### src/rtl/b07_pkg.sv
// Shared types and constants for the b07 point generator and its LFSR.
// The LFSR step function lives here so the generator and the LFSR agree on it.
package b07_pkg;

  typedef enum logic [1:0] {
    IDLE = 2'd0,
    WR_X = 2'd1,
    WR_Y = 2'd2,
    FIN  = 2'd3
  } b07_state_e;

  localparam logic [7:0] LFSR_TAPS     = 8'hB8;
  localparam logic [7:0] B07_LINE_C    = 8'h02;
  localparam int         B07_NUM_PAIRS = 8;
  localparam int         B07_MEM_DEPTH = 16;

  // Galois right-shift step; a nonzero state never maps to zero.
  function automatic logic [7:0] lfsr_next(input logic [7:0] l);
    return (l >> 1) ^ (l[0] ? LFSR_TAPS : 8'h00);
  endfunction

endpackage

### src/rtl/b07_point_gen_if.sv
// Byte write port into the b07 point memory.
// The generator drives it through the master modport and the memory samples it through the slave modport.
interface b07_point_gen_if #(
  parameter int ADDR_W = $clog2(b07_pkg::B07_MEM_DEPTH)
) ();

  logic              wr_en;
  logic [ADDR_W-1:0] wr_addr;
  logic [7:0]        wr_data;
  logic              on_line;

  modport master (output wr_en, output wr_addr, output wr_data, output on_line);
  modport slave  (input  wr_en, input  wr_addr, input  wr_data, input  on_line);

endinterface

### src/rtl/b07_lfsr8.sv
// 8-bit Galois LFSR with a synchronous load that takes priority over stepping.
// It resets to 8'h01 so the register never starts in the all-zero lock-up state.
module b07_lfsr8
  import b07_pkg::*;
(
  input  logic       clock,
  input  logic       reset,
  input  logic       load,
  input  logic [7:0] seed,
  input  logic       step,
  output logic [7:0] q
);

  logic [7:0] q_q;
  logic [7:0] q_d;

  always_comb begin
    q_d = q_q;
    if (load) begin
      q_d = seed;
    end else if (step) begin
      q_d = lfsr_next(q_q);
    end
  end

  always_ff @(posedge clock) begin
    if (reset) begin
      q_q <= 8'h01;
    end else begin
      q_q <= q_d;
    end
  end

  assign q = q_q;

endmodule

### src/rtl/b07_point_gen.sv
// Writes an image of NUM_PAIRS (x, y) byte pairs. Exactly `target` of the pairs lie on 3x + y = LINE_C (mod 256).
// Every output is registered; state_q names the write currently shown on the bus.
module b07_point_gen
  import b07_pkg::*;
#(
  parameter int         NUM_PAIRS = B07_NUM_PAIRS,
  parameter logic [7:0] LINE_C    = B07_LINE_C
) (
  input  logic                   clock,
  input  logic                   reset,
  input  logic                   start,
  input  logic [3:0]             target,
  input  logic [7:0]             seed,
  b07_point_gen_if.master        wr,
  output logic                   busy,
  output logic                   done,
  output logic                   err
);

  localparam int                PAIR_W     = $clog2(NUM_PAIRS);
  localparam int                ADDR_W     = PAIR_W + 1;
  localparam logic [3:0]        TARGET_MAX = 4'(NUM_PAIRS);
  localparam logic [PAIR_W-1:0] LAST_PAIR  = PAIR_W'(NUM_PAIRS - 1);

  b07_state_e        state_q, state_d;
  logic [PAIR_W-1:0] pair_q, pair_d;
  logic [PAIR_W-1:0] phase_q, phase_d;
  logic [3:0]        target_q, target_d;
  logic [7:0]        x_q, x_d;
  logic              wr_en_q, wr_en_d;
  logic [ADDR_W-1:0] wr_addr_q, wr_addr_d;
  logic [7:0]        wr_data_q, wr_data_d;
  logic              on_line_q, on_line_d;
  logic              busy_q, busy_d;
  logic              done_q, done_d;
  logic              err_q, err_d;

  logic              lfsr_load;
  logic              lfsr_step;
  logic [7:0]        lfsr_seed;
  logic [7:0]        lfsr_q;
  logic [7:0]        seed_eff;
  logic [PAIR_W-1:0] pair_rel;
  logic [PAIR_W-1:0] pair_inc;
  logic              pair_on;
  logic [7:0]        y_on;
  logic [7:0]        y_off;

  // The x byte is written straight from seed_eff, so the LFSR is loaded one step ahead.
  // While a write is on the bus, lfsr_q already holds the value that the following byte needs.
  assign seed_eff  = (seed == 8'h00) ? 8'h01 : seed;
  assign lfsr_seed = lfsr_next(seed_eff);

  b07_lfsr8 u_lfsr (
    .clock (clock),
    .reset (reset),
    .load  (lfsr_load),
    .seed  (lfsr_seed),
    .step  (lfsr_step),
    .q     (lfsr_q)
  );

  // The on-line window starts at pair phase_q and wraps modulo NUM_PAIRS.
  assign pair_rel = pair_q - phase_q;
  assign pair_on  = (4'(pair_rel) < target_q);
  assign pair_inc = pair_q + PAIR_W'(1);
  assign y_on     = LINE_C - (x_q + {x_q[6:0], 1'b0});
  assign y_off    = y_on + (lfsr_q | 8'h01);

  always_comb begin
    state_d   = state_q;
    pair_d    = pair_q;
    phase_d   = phase_q;
    target_d  = target_q;
    x_d       = x_q;
    wr_en_d   = 1'b0;
    wr_addr_d = '0;
    wr_data_d = 8'h00;
    on_line_d = 1'b0;
    done_d    = 1'b0;
    err_d     = 1'b0;
    lfsr_load = 1'b0;
    lfsr_step = 1'b0;

    case (state_q)
      IDLE: begin
        if (start) begin
          if (target > TARGET_MAX) begin
            err_d = 1'b1;
          end else begin
            // The phase comes from the substituted seed, so seeds 00 and 01 produce the same image.
            target_d  = target;
            phase_d   = seed_eff[PAIR_W-1:0];
            lfsr_load = 1'b1;
            pair_d    = '0;
            x_d       = seed_eff;
            wr_en_d   = 1'b1;
            wr_addr_d = '0;
            wr_data_d = seed_eff;
            state_d   = WR_X;
          end
        end
      end
      WR_X: begin
        wr_en_d   = 1'b1;
        wr_addr_d = {pair_q, 1'b1};
        wr_data_d = pair_on ? y_on : y_off;
        on_line_d = pair_on;
        lfsr_step = 1'b1;
        state_d   = WR_Y;
      end
      WR_Y: begin
        if (pair_q == LAST_PAIR) begin
          done_d  = 1'b1;
          state_d = FIN;
        end else begin
          pair_d    = pair_inc;
          x_d       = lfsr_q;
          wr_en_d   = 1'b1;
          wr_addr_d = {pair_inc, 1'b0};
          wr_data_d = lfsr_q;
          lfsr_step = 1'b1;
          state_d   = WR_X;
        end
      end
      FIN: begin
        state_d = IDLE;
      end
      default: begin
        state_d = IDLE;
      end
    endcase

    busy_d = (state_d != IDLE);
  end

  always_ff @(posedge clock) begin
    if (reset) begin
      state_q   <= IDLE;
      pair_q    <= '0;
      phase_q   <= '0;
      target_q  <= 4'h0;
      x_q       <= 8'h00;
      wr_en_q   <= 1'b0;
      wr_addr_q <= '0;
      wr_data_q <= 8'h00;
      on_line_q <= 1'b0;
      busy_q    <= 1'b0;
      done_q    <= 1'b0;
      err_q     <= 1'b0;
    end else begin
      state_q   <= state_d;
      pair_q    <= pair_d;
      phase_q   <= phase_d;
      target_q  <= target_d;
      x_q       <= x_d;
      wr_en_q   <= wr_en_d;
      wr_addr_q <= wr_addr_d;
      wr_data_q <= wr_data_d;
      on_line_q <= on_line_d;
      busy_q    <= busy_d;
      done_q    <= done_d;
      err_q     <= err_d;
    end
  end

  assign wr.wr_en   = wr_en_q;
  assign wr.wr_addr = wr_addr_q;
  assign wr.wr_data = wr_data_q;
  assign wr.on_line = on_line_q;
  assign busy       = busy_q;
  assign done       = done_q;
  assign err        = err_q;

endmodule
### src/flat_wrapper.sv
// flat-port wrapper written by rule: the top's interface ports become plain ports
module b07_point_gen_flat import b07_pkg::*;
#(
  parameter int         NUM_PAIRS = B07_NUM_PAIRS,
  parameter logic [7:0] LINE_C    = B07_LINE_C
)
  (clock, reset, start, target, seed, busy, done, err, wr_wr_en, wr_wr_addr, wr_wr_data, wr_on_line);
  b07_point_gen_if wr_i ();
  input  logic clock;
  input  logic reset;
  input  logic start;
  input  logic [3:0] target;
  input  logic [7:0] seed;
  output logic busy;
  output logic done;
  output logic err;
  output wire logic [$bits(wr_i.wr_en)-1:0] wr_wr_en;
  output wire logic [$bits(wr_i.wr_addr)-1:0] wr_wr_addr;
  output wire logic [$bits(wr_i.wr_data)-1:0] wr_wr_data;
  output wire logic [$bits(wr_i.on_line)-1:0] wr_on_line;
  assign wr_wr_en = wr_i.wr_en;
  assign wr_wr_addr = wr_i.wr_addr;
  assign wr_wr_data = wr_i.wr_data;
  assign wr_on_line = wr_i.on_line;
  b07_point_gen #(.NUM_PAIRS(NUM_PAIRS), .LINE_C(LINE_C)) u_core (.clock(clock), .reset(reset), .start(start), .target(target), .seed(seed), .wr(wr_i), .busy(busy), .done(done), .err(err));
endmodule
### config.mk
export PLATFORM = sky130hd
export DESIGN_NAME = b07_point_gen_flat
export DESIGN_NICKNAME = d
export VERILOG_FILES = /design/src/rtl/b07_pkg.sv /design/src/rtl/b07_point_gen_if.sv /design/src/rtl/b07_lfsr8.sv /design/src/rtl/b07_point_gen.sv /design/src/flat_wrapper.sv
export SDC_FILE = /design/constraint.sdc
export NUM_CORES = 1
export LEC_CHECK = 0
export BUFFER_PORTS_ARGS = -buffer_cell sky130_fd_sc_hd__buf_2
export CORE_MARGIN = 2
export CORE_UTILIZATION = 30
export CTS_BUF_LIST = sky130_fd_sc_hd__clkbuf_4 sky130_fd_sc_hd__clkbuf_8
export DETAILED_ROUTE_END_ITERATION = 7
export GPL_TIMING_DRIVEN = 0
export HOLD_SLACK_MARGIN = 0.06
export PLACE_DENSITY = 0.49
export SYNTH_ARGS = -nofsm -noshare
export SYNTH_HDL_FRONTEND = slang
export SYNTH_SLANG_ARGS = --single-unit
### constraint.sdc
create_clock -name clock -period 4.8 [get_ports clock]
set_input_delay 0.24 -clock clock [delete_from_list [all_inputs] [get_ports clock]]
set_output_delay 0.24 -clock clock [all_outputs]
set_load 0.005 [all_outputs]
==> flow_metrics.env, run 1 <==
export IMPL_start_kind="flip-flop"
export IMPL_grt_usage_pct=14.4
export IMPL_worstMarginPinSlew_ns=0.620
export IMPL_crit_type="reg2reg"
export IMPL_gp_congestion=0.841
export IMPL_setup_slack_ns=1.48
export IMPL_overflow=0
export IMPL_power_density_nw_per_um2=519
export IMPL_ys_seq_elements=45
export IMPL_worstPathMaxFanout=10
export IMPL_cts_path_max_buffers=2
export IMPL_die_h_um=101
export IMPL_setup_tns_ns=0
export IMPL_synth_async_reset_ratio_pct=0
export IMPL_wl_per_cell_um=14.7
export IMPL_postCtsSetupBuffers=0
export IMPL_setup_viol=0
export IMPL_critPathCaptureType="flip-flop"
export IMPL_synth_area_per_cell_um2=8.60
export IMPL_io_pin_count=32
export IMPL_clock_fmax_mhz=301
export IMPL_row_count=35
export IMPL_syn_num_nets=373
export IMPL_timing_final_hold_violations=0
export IMPL_cts_sinks=45
export IMPL_drv_slew=0
export IMPL_ys_types=48
export IMPL_yosys_area_top_type_share_pct=31.8
export IMPL_cts_hold_buf=0
export IMPL_grt_pass1_vias=2270
export IMPL_grt_pass1_wl_mm=11.5
export IMPL_maxCapViolCount=0
export IMPL_synth_area_leaders="dfxtp_1, ha_1, xnor2_1"
export IMPL_num_vias=2409
export IMPL_synthFlopType="dfxtp_1"
export IMPL_synth_edf_count=0
export IMPL_cp_arrival_ns=3.50
export IMPL_dp_slack_ns=1.54
export IMPL_fillers=997
export IMPL_vias_per_cell=5.04
export IMPL_syn_to_final_growth_pct=14.1
export IMPL_design_core_area_um2=9200
export IMPL_cts_max_level=2
export IMPL_die_x_um=101
export IMPL_yosysWarnings=0
export IMPL_worstSkewPairLatency_ns=0.30
export IMPL_start_util_pct=30.8
export IMPL_dieArea_um2=10200
export IMPL_synth_common_cells="dfxtp_1, nand2_1, nor2_1, ha_1, inv_1"
export IMPL_cts_resized=0
export IMPL_synth_cells=329
export IMPL_cts_buffers=5
export IMPL_first_iter_violations=158
export IMPL_wirelength_mm=7.02
export IMPL_crit_chain="inv_1, ha_1, inv_1, fa_1, ha_1, a21bo_1, a211oi_2, buf_6, mux2_2, a222oi_1, nor2_1"
export IMPL_fin_crit_ns=3.32
export IMPL_drcViolationCount=0
export IMPL_numPortBuffers=31
export IMPL_required_ns=4.98
export IMPL_final_antenna_net_count=0
export IMPL_firstDrtPassIters=5
export IMPL_syn_cell_area_um2=2830
export IMPL_drive_above_1_share_pct=17.2
export IMPL_clkTransAtPathRegs_ns=0.09
export IMPL_hpwl_mm=5.47
export IMPL_rsz0062_at_grt="no"
export IMPL_slowest_delay_ns=0.49
export IMPL_synth_most_common_cell="dfxtp_1"
export IMPL_fin_skew_ns=0.00699
export IMPL_yosys_area_top_type="dfxtp_1"
export IMPL_n_antenna_cell=0
export IMPL_final_nets=411
export IMPL_cts_root_buf="clkbuf_8"
export IMPL_min_path_type="in2reg"
export IMPL_fin_crit_sh_pct=69.2
export IMPL_cts_tree="yes"
export IMPL_critPathSlowestCell="a211oi_2"
export IMPL_ys_seq_area_share_pct=31.8
export IMPL_p_leak_nw=1.34
export IMPL_status="finished, final reports clean"
export IMPL_grt_max_degree=14
export IMPL_vdd_drop_max_v=0.000178
export IMPL_antenna_found_initial=0
export IMPL_relSlewSlack_pct=58.7
==> kinds of logic after synthesis <==
| family | after synthesis | synth area share, % |
|---|---|---|
| AOI/OAI and AO/OA | 81 | 21.4 |
| xor gates and xnor gates | 19 | 5.88 |
| adders and majority gates | 29 | 13.4 |
| buffers and inverters | 44 | 7.16 |
| DFF | 45 | 31.8 |
| muxes | 15 | 5.66 |
| and+or+nand+nor | 96 | 14.7 |
==> flip-flops by register name, indices dropped and copies added, names as in the netlist <==
register and count:
u_core.done 1, u_core.wr.on_line 1, u_core.wr.wr_data 8, u_core.wr.wr_en 1, u_core.target_q 4, u_core.err 1, u_core.wr.wr_addr 4, u_core.phase_q 3
u_core.x_q 8, u_core.pair_q 3, u_core.u_lfsr.q 8, u_core.busy 1, u_core.state_q 2
==> critical path: cells and delay by family, from the launching register on <==
| kind | cells | cell delay, ns |
|---|---|---|
| compound gates | 3 | 1.04 |
| fa+ha+maj | 3 | 0.89 |
| buf+inv | 3 | 0.40 |
| flops | 1 | 0.42 |
| mux | 1 | 0.34 |
| simple gates | 1 | 0.08 |
==> metrics by stage <==
step                      util (%)  std cells  area [µm²]  hold WS [ns]  power [mW]
after floorplan                  -        329        2830         0.317        1.19
after global placement        34.0        471        3120         0.447        1.39
after detailed placement      34.0        471        3120         0.453        1.40
after CTS                     35.1        478        3230         0.190        1.69
after global routing          35.1        478        3230         0.195        1.82
final                         35.1        478        3230         0.188        1.68
==> cell type report <==
type | count | area (µm²) | share of cell area [%]
Inverter | 26 | 97.6 | 3.02
Buffer | 18 | 105 | 3.26
Clock inverter | 2 | 35.0 | 1.09
Multi-Input combinational cell | 240 | 1730 | 53.5
Clock buffer | 5 | 68.8 | 2.13
Sequential cell | 45 | 901 | 27.9
Timing Repair Buffer | 31 | 155 | 4.81
Tap cell | 111 | 139 | 4.30
==> layer usage <==
layer / GRT usage [%] / share of wire (%)
met5: 0 / 0
met3: 2.55 / 4.3
met2: 23.0 / 44
met4: 3.64 / 1.3
met1: 20.1 / 50
==> path summary, 6_finish.rpt <==
path / slack [ns] / endpoint / depth (start not counted) / start
min: 0.19 / u_core.target_q[1] / 3 / target[1]
min reg2reg: 0.46 / u_core.target_q[2] / 2 / u_core.target_q[2]
max reg2reg: 1.48 / u_core.wr.wr_data[3] / 11 / u_core.pair_q[0]
max: 1.48 / u_core.wr.wr_data[3] / 11 / u_core.pair_q[0]
==> cells in the final DEF, fill, tap and decap left out, types with 2 or more instances in the layout <==
cell type	n
inv_1	26
a21oi_2	2
a21oi_1	16
dfxtp_1	45
nand3_1	4
clkbuf_1	7
mux2i_1	12
nor3_1	4
nor2_1	35
clkbuf_8	5
o211ai_1	6
xor2_1	2
a22oi_1	6
a211oi_1	8
ha_1	27
o31ai_2	2
nand2b_1	7
o21a_1	2
nor2b_1	3
buf_6	4
o22ai_1	4
a222oi_1	6
fa_1	2
buf_2	37
a21o_1	3
and2b_1	2
a311oi_1	4
o21ai_0	8
nand2_1	36
a211oi_2	3
or2_2	3
xnor2_1	17
==> power breakdown <==
| group | switching (mW) | internal [mW] |
|---|---|---|
| logic | 0.500 | 0.429 |
| registers | 0.0354 | 0.427 |
| clock network | 0.133 | 0.152 |
| total | 0.669 | 1.01 |
No activity file was read; power rests on OpenSTA's default activity.
==> inputs of run 2 (changes only) <==
- clock period: 4.8 -> 3.1 ns (I/O delays scaled with it)
==> run 2 against run 1 <==
Sequential power increased by 56%; first-iteration DRC count grew 1.9%; highest routed layer unchanged; sequential share of layout area down 1.4 points; largest power group unchanged; worst hold slack lost 0.081 ns; via count up 2.6%; fmax increased by 8.4%.
==> flow_metrics.env, run 2 (synthesis results as in run 1) <==
export IMPL_timing_final_hold_violations=0
export IMPL_critPathTopFamily="compound AO/OA/AOI/OAI gates"
export IMPL_fin_crit_ns=3.07
export IMPL_sw_frac_of_total_pct=40.4
export IMPL_dieArea_um2=10200
export IMPL_worstPathMaxFanout=4
export IMPL_reg2reg_from="u_core.pair_q[0]"
export IMPL_final_cells=486
export IMPL_status="finished, final reports clean"
export IMPL_setup_viol=0
export IMPL_cp_depth=12
export IMPL_power_switching_mw=1.17
export IMPL_clkTransAtPathRegs_ns=0.09
export IMPL_critPathLaunch="u_core.pair_q[0]"
export IMPL_antenna_found_initial=0
export IMPL_final_antenna_net_count=0
export IMPL_cp_arrival_ns=3.24
export IMPL_cts_buffers=5
export IMPL_power_density_nw_per_um2=845
export IMPL_cp_endpoint="u_core.wr.wr_data[1]"
export IMPL_grt_pass1_wl_mm=11.6
export IMPL_design_core_area_um2=9200
export IMPL_critPathSlowestCell="a222oi_1"
export IMPL_required_ns=3.27
export IMPL_grt_usage_pct=14.6
export IMPL_regToRegEndpoint="u_core.wr.wr_data[1]"
export IMPL_r2r_slack_ns=0.03
export IMPL_n_antenna_cell=0
export IMPL_setup_tns_ns=0
export IMPL_crit_type="reg2reg"
export IMPL_gp_congestion=0.841
export IMPL_dpl_cell_area_um2=3120
export IMPL_syn_to_final_growth_pct=21.4
export IMPL_power_mw=2.90
export IMPL_cts_root_buf="clkbuf_8"
export IMPL_num_vias=2471
export IMPL_final_area_um2=3440
export IMPL_die_x_um=101
export IMPL_p_comb_share_pct=60.0
export IMPL_min_path_cells=2
export IMPL_cp_num_buf_inv=3
export IMPL_worstSkewPairLatency_ns=0.30
export IMPL_crit_chain="inv_4, ha_1, inv_1, fa_2, ha_1, a21bo_1, a211oi_4, buf_6, mux2i_2, xnor2_1, a222oi_1, nor2_1"
export IMPL_cts_path_max_buffers=2
export IMPL_drive_above_1_share_pct=25.1
export IMPL_cts_hold_buf=0
export IMPL_worstMarginPinSlew_ns=0.626
export IMPL_dp_cells=471
export IMPL_final_common_cell="dfxtp_1"
export IMPL_drcViolationCount=0
export IMPL_critPathCaptureType="flip-flop"
export IMPL_fin_skew_ns=0.00486
export IMPL_grt_pass1_vias=2291
export IMPL_p_clk_share_pct=15.2
export IMPL_start_kind="flip-flop"
export IMPL_fin_crit_sh_pct=98.9
export IMPL_vias_per_cell=5.08
export IMPL_p_leak_nw=1.41
export IMPL_first_iter_violations=161
export IMPL_numPortBuffers=31
export IMPL_drv_slew=0
export IMPL_r2r_cells=12
export IMPL_wl_per_cell_um=15.3
export IMPL_wirelength_mm=7.45
export IMPL_vdd_drop_max_v=0.000317
export IMPL_overflow=0
export IMPL_internal_power_mw=1.73
export IMPL_min_path_type="in2reg"
export IMPL_clock_fmax_mhz=326
export IMPL_start_util_pct=30.8
export IMPL_cts_max_level=2
export IMPL_critPathMostFrequentCell="ha_1"
export IMPL_final_nets=419
export IMPL_firstDrtPassIters=5
export IMPL_fillers=979
export IMPL_rsz0062_at_grt="yes"
export IMPL_cts_tree="yes"
export IMPL_hpwl_mm=5.47
export IMPL_slowest_delay_ns=0.48
export IMPL_row_count=35
export IMPL_io_pin_count=32
export IMPL_cts_sinks=45
export IMPL_die_h_um=101
export IMPL_maxCapViolCount=0
export IMPL_pwr_share_seq_pct=24.8
export IMPL_layout_common_cells="dfxtp_1, buf_2, nand2_1"
export IMPL_grt_max_degree=14
export IMPL_relSlewSlack_pct=58.3
run 2: per-layer routing:
layer	vias to the layer above	routed length [µm]	track usage (%)
li1	1240	-	-
met1	1146	3550	20.2
met5	-	0	0
met4	0	138	3.64
met3	10	367	2.55
met2	75	3390	23.5
run 2: metrics by stage:
step	setup WS, ns	util, %	hold slack [ns]
floorplan	0.288	-	0.232
CTS	0.0125	35.6	0.105
detailed placement	-0.159	34.0	0.428
finish	0.0346	37.4	0.106
global placement	-0.190	34.0	0.421
global route	-0.101	37.4	0.111
run 2: worst min path at each step:
stage,from,endpoint,slack (ns)
floorplan,reset,u_core.state_q[0],0.23
global placement,target[1],u_core.target_q[1],0.42
detailed placement,reset,u_core.wr.wr_addr[0],0.43
CTS,reset,u_core.wr.wr_addr[0],0.11
global route,target[1],u_core.target_q[1],0.11
finish,reset,u_core.wr.wr_addr[0],0.11
run 2: what timing repair did:
item	in CTS	in global routing
buffers inserted	2	7
gates resized for setup	6	26
pin swaps	2	14
endpoints found under the hold margin	0	0
endpoints found under the setup margin	5	5
run 2: power by group through the flow:
| stage | Combinational (mW) | Sequential (mW) | Clock, mW |
|---|---|---|---|
| finish | 1.74 | 0.721 | 0.441 |
| global route | 1.91 | 0.731 | 0.479 |
| CTS | 1.50 | 0.718 | 0.452 |
| detailed placement | 1.44 | 0.731 | 0 |
| global placement | 1.43 | 0.728 | 0 |
| floorplan | 1.13 | 0.721 | 0 |
run 2: area by class of cell:
| class | count | area [µm²] | share of cell area, % |
|---|---|---|---|
| plain buffers | 17 | 93.8 | 2.73 |
| clock buffers | 5 | 68.8 | 2.00 |
| clock inverters | 2 | 35.0 | 1.02 |
| inverters | 26 | 100 | 2.91 |
| multi-input cells | 240 | 1860 | 54.1 |
| flip-flops and latches | 45 | 911 | 26.5 |
| well taps | 111 | 139 | 4.04 |
| repair buffers | 40 | 230 | 6.70 |
